`config.mk`:
```
export PLATFORM = sky130hd
export DESIGN_NAME = qeciphy_crc8_engine
export DESIGN_NICKNAME = d
export VERILOG_FILES = /design/src/rtl/qeciphy_crc8_engine.sv
export SDC_FILE = /design/constraint.sdc
export NUM_CORES = 1
export LEC_CHECK = 0
export ABC_AREA = 1
export CORE_MARGIN = 4
export CORE_UTILIZATION = 51
export DETAILED_ROUTE_END_ITERATION = 10
export PLACE_DENSITY = 0.8
export SYNTH_ARGS = -nofsm -noshare
export SYNTH_HDL_FRONTEND = slang
export SYNTH_SLANG_ARGS = --single-unit
```
`constraint.sdc`:
```
create_clock -name clk_i -period 2.2 [get_ports clk_i]
set_clock_uncertainty 0.15 [all_clocks]
set_input_delay 0.44 -clock clk_i [delete_from_list [all_inputs] [get_ports clk_i]]
set_output_delay 0.44 -clock clk_i [all_outputs]
set_load 0.1 [all_outputs]
```
`src/rtl/qeciphy_crc8_engine.sv`:
```
// Streaming CRC-8 generator/checker: MSB-first, non-reflected, up to 8 byte lanes per beat.
// Frames are delimited by sof/eof; result is registered one cycle after the eof beat.
module qeciphy_crc8_engine #(
   parameter int         DATA_BYTES = 1,
   parameter logic [7:0] POLY       = 8'h07,
   parameter logic [7:0] INIT       = 8'h00,
   parameter logic [7:0] XOROUT     = 8'h00
) (
   input  logic                      clk_i,
   input  logic                      rst_n_i,
   input  logic [8*DATA_BYTES-1:0]   data_i,
   input  logic                      valid_i,
   input  logic                      sof_i,
   input  logic                      eof_i,
   input  logic [DATA_BYTES-1:0]     keep_i,
   input  logic                      mode_i,
   input  logic [7:0]                crc_i,
   output logic [7:0]                crc_o,
   output logic                      crc_valid_o,
   output logic                      crc_err_o,
   output logic                      busy_o,
   output logic                      proto_err_o
);

   typedef enum logic {IDLE, ACTIVE} state_t;

   state_t     state_q, state_d;
   logic [7:0] crc_q, crc_d;
   logic [7:0] crc_out_q, crc_out_d;
   logic       mode_q, mode_d;
   logic       crc_valid_q, crc_valid_d;
   logic       crc_err_q, crc_err_d;
   logic       proto_err_q, proto_err_d;

   logic [7:0] crc_fold;
   logic [7:0] crc_final;
   logic       beat_mode;
   logic       lane_run;
   logic       keep_gap;

   function automatic logic [7:0] crc8_byte(input logic [7:0] crc, input logic [7:0] data);
      logic [7:0] c;
      c = crc ^ data;
      for (int b = 0; b < 8; b++) begin
         c = c[7] ? ((c << 1) ^ POLY) : (c << 1);
      end
      return c;
   endfunction

   // On an eof beat only the leading run of keep ones is folded; a 1 after a 0 flags a gap.
   always_comb begin
      crc_fold  = sof_i ? INIT : crc_q;
      beat_mode = sof_i ? mode_i : mode_q;
      lane_run  = 1'b1;
      keep_gap  = 1'b0;
      for (int n = 0; n < DATA_BYTES; n++) begin
         if (eof_i) begin
            if (keep_i[n] && !lane_run) begin
               keep_gap = 1'b1;
            end
            if (!keep_i[n]) begin
               lane_run = 1'b0;
            end
         end
         if (!eof_i || lane_run) begin
            crc_fold = crc8_byte(crc_fold, data_i[8*n +: 8]);
         end
      end
      crc_final = crc_fold ^ XOROUT;
   end

   always_comb begin
      state_d     = state_q;
      crc_d       = crc_q;
      mode_d      = mode_q;
      crc_out_d   = crc_out_q;
      crc_valid_d = 1'b0;
      crc_err_d   = 1'b0;
      proto_err_d = 1'b0;
      if (valid_i) begin
         if (sof_i && state_q == ACTIVE) begin
            proto_err_d = 1'b1;
         end
         if (sof_i || state_q == ACTIVE) begin
            if (eof_i) begin
               state_d     = IDLE;
               crc_d       = INIT;
               crc_out_d   = crc_final;
               crc_valid_d = 1'b1;
               crc_err_d   = beat_mode && (crc_final != crc_i);
               if (keep_gap) begin
                  proto_err_d = 1'b1;
               end
            end else begin
               state_d = ACTIVE;
               crc_d   = crc_fold;
               mode_d  = beat_mode;
            end
         end else begin
            proto_err_d = 1'b1;
         end
      end
   end

   always_ff @(posedge clk_i or negedge rst_n_i) begin
      if (!rst_n_i) begin
         state_q     <= IDLE;
         crc_q       <= INIT;
         mode_q      <= 1'b0;
         crc_out_q   <= 8'h00;
         crc_valid_q <= 1'b0;
         crc_err_q   <= 1'b0;
         proto_err_q <= 1'b0;
      end else begin
         state_q     <= state_d;
         crc_q       <= crc_d;
         mode_q      <= mode_d;
         crc_out_q   <= crc_out_d;
         crc_valid_q <= crc_valid_d;
         crc_err_q   <= crc_err_d;
         proto_err_q <= proto_err_d;
      end
   end

   assign crc_o       = crc_out_q;
   assign crc_valid_o = crc_valid_q;
   assign crc_err_o   = crc_err_q;
   assign busy_o      = (state_q == ACTIVE);
   assign proto_err_o = proto_err_q;

endmodule

```
==> metrics.cfg <==
[outcome]
status=complete, no violations

[synth]
synth.distinct_cells=21
postSynthAreaPerCell_um2=6.38
synth-seq-cells=21
yosysWarningCount=0
synthCells=251
ys_seq_area_frac=0.328
syn-cell-area_mm2=0.00160
synth.net_count=275

[critical_path]
startpoint_type=input pin
critPathArrivalTime_ns=2.07
crit_buf_inv=3
endpoint_kind=flip-flop
crit_path_max_incr_delay_ns=0.51
worstPathMaxFanout=3
slowest_stage=clkdlybuf4s50_1
worstPathRequired_ns=2.25
crit_top_cell=nand2_1
crit_chain=clkdlybuf4s50_1 -> inv_1 -> nand2_1 -> nand2_1 -> buf_4 -> xor2_1 -> nand2_1 -> nand2_1 -> nand2_1 -> nand2_1 -> nand2_1 -> nor2_1 -> a21oi_1
crit_family=buffers and inverters
path_class=in -> reg

[finish]
nFillCells=270
antenna_cells=0
num-nets-final=350
final_cell_mix=nand2_1, buf_4, nand3_1
area_growth_pct=40.9
final_common_cell=nand2_1
drive_gt1_frac=0.252

[die]
fp-row-count=20
die_x_um=64.0
die_h_um=64.0
initial_utilization=0.529
die_area_mm2=0.00410
io_pins=35
coreArea_mm2=0.00303

[timing]
holdWs_ns=0.313
fin_crit_ns=2.02
rsz0062_at_grt=no
slew_violations=0
finalSetupViolCount=0
finalHoldViolations=0
timing.fmax_mhz=496
timing.final.crit_share=0.916
relSlewSlack=0.814
worst_slew_pin_slew_ns=0.279

[route]
dr.pass1.iters=4
met3WireLength_um=383
drt_iter0_markers=121
ant_nets=0
drc=0
wl_per_cell_um=11.7
vias=1857
met2_length_um=2130
totalWireLength_um=4330
wl_met1_um=1820
via_per_inst=5.03
routed.top_layer=met3

[global_routing]
grt_pass1_wl_um=7620
track_usage=0.228
first_global_vias=1777
overflow=0
antenna_found_initial=0
grt_max_degree=22

[place]
port_buffers=34
hpwl_um=3370
place.gp.congestion=0.889

[pwr]
power.density_mw_per_mm2=750
totalPowerFinal_mw=1.69
ir_drop_v=0.000551
p_leak_nw=1.24

[cts]
cts_made_buffers=3
clk_latency_ns=0.30
cts_tree=done
clk_root_buffer_cell=clkbuf_4
cts_setup_buffers=0
ctsHtreeMaxLevel=1
clkSinkCount=21
clk_pin_slew_ns=0.12
cts_max_path_buffers=2

[run]
maxCapViolCount=0

[worst_hold_path]
hold_path.class=in -> async

## synth_stat cells
library cell	number	area share
nor2_1	14	0.033
dfrtp_1	21	0.33
buf_12	1	0.013
inv_1	23	0.054
ha_1	1	0.0078
a21oi_1	2	0.0063
buf_6	1	0.0070
nand2_4	2	0.014
o21ai_1	1	0.0031
nand3_4	1	0.011
xor2_1	2	0.011
a31oi_1	4	0.016
nand2_2	15	0.059
o21ai_0	12	0.038
nand3_1	34	0.11
a32o_1	2	0.013
clkinv_1	2	0.0047
clkbuf_1	2	0.0047
nand2_1	104	0.24
nand3_2	3	0.019
inv_2	4	0.0094
## repair_timing
| action | 4_1_cts | 5_1_grt |
|---|---|---|
| setup endpoints to repair | 7 | 11 |
| hold endpoints to repair | 0 | 0 |
| hold buffers | 0 | 0 |
| resized for setup | 2 | 4 |
| gates cloned | 2 | 0 |
## stage by stage
| stage | cell area, um^2 | setup TNS, ns | worst slack (ns) | util | instances |
|---|---|---|---|---|---|
| floorplan | 1600 | 0 | 0.0232 | - | 251 |
| global placement | 2210 | -4.09 | -0.435 | 0.731 | 363 |
| detailed placement | 2210 | -4.78 | -0.514 | 0.731 | 363 |
| CTS | 2250 | 0 | 0.00451 | 0.744 | 369 |
| global route | 2250 | 0 | 0.0141 | 0.745 | 369 |
| finish | 2250 | 0 | 0.185 | 0.745 | 369 |
## final timing paths
path / endpoint / slack (ns) / startpoint / depth (start not counted)
hold / removal: crc_q[7] / 0.31 / rst_n_i / 2
setup / recovery: crc_err_o / 0.18 / data_i[6] / 13
setup reg to reg: crc_err_o / 0.28 / crc_q[4] / 14
max in group asynchronous: busy_o / 1.34 / rst_n_i / 2
hold reg to reg: crc_o[6] / 0.35 / crc_o[6] / 2
min in group clk_i: crc_o[6] / 0.35 / crc_o[6] / 2
## report_power, final
| group | leakage [nW] | internal, mW | total, mW | switching [mW] |
|---|---|---|---|---|
| sequential | 0.261 | 0.460 | 0.525 | 0.0647 |
| combinational | 0.965 | 0.320 | 0.980 | 0.660 |
| clock | 0.0150 | 0.0706 | 0.185 | 0.115 |
| total | 1.24 | 0.851 | 1.69 | 0.839 |
## per-layer routing
metal | vias to the layer above | GRT usage
met2 | 66 | 0.394
met3 | 0 | 0.0492
met4 | 0 | 0.0431
met1 | 846 | 0.293
met5 | - | 0
li1 | 945 | -
## cells by family after synthesis
kind of cell             Yosys count  synth area share
AO/OA/AOI/OAI                     21            0.0751
XOR/XNOR                           2            0.0109
adder cells (fa/ha/maj)            1           0.00782
buffers and inverters             33            0.0923
flip-flops                        21             0.328
AND/OR/NAND/NOR                  173             0.486
## area by class of cell
class	count	area [um^2]	share of cell area
clock buffers	4	26.3	0.0117
inverters	29	111	0.0494
multi-input cells	197	927	0.411
flip-flops and latches	21	527	0.234
well taps	44	55.1	0.0244
repair buffers	72	593	0.263
repair inverters	2	15.0	0.00666
## sequential cells by signal, summed over array words and instances, names as in the netlist
register and cells:
crc_err_o 1, crc_o 8, proto_err_o 1, busy_o 1, mode_q 1, crc_valid_o 1, crc_q 8
Note: power is estimated with default switching activity, not from simulation.
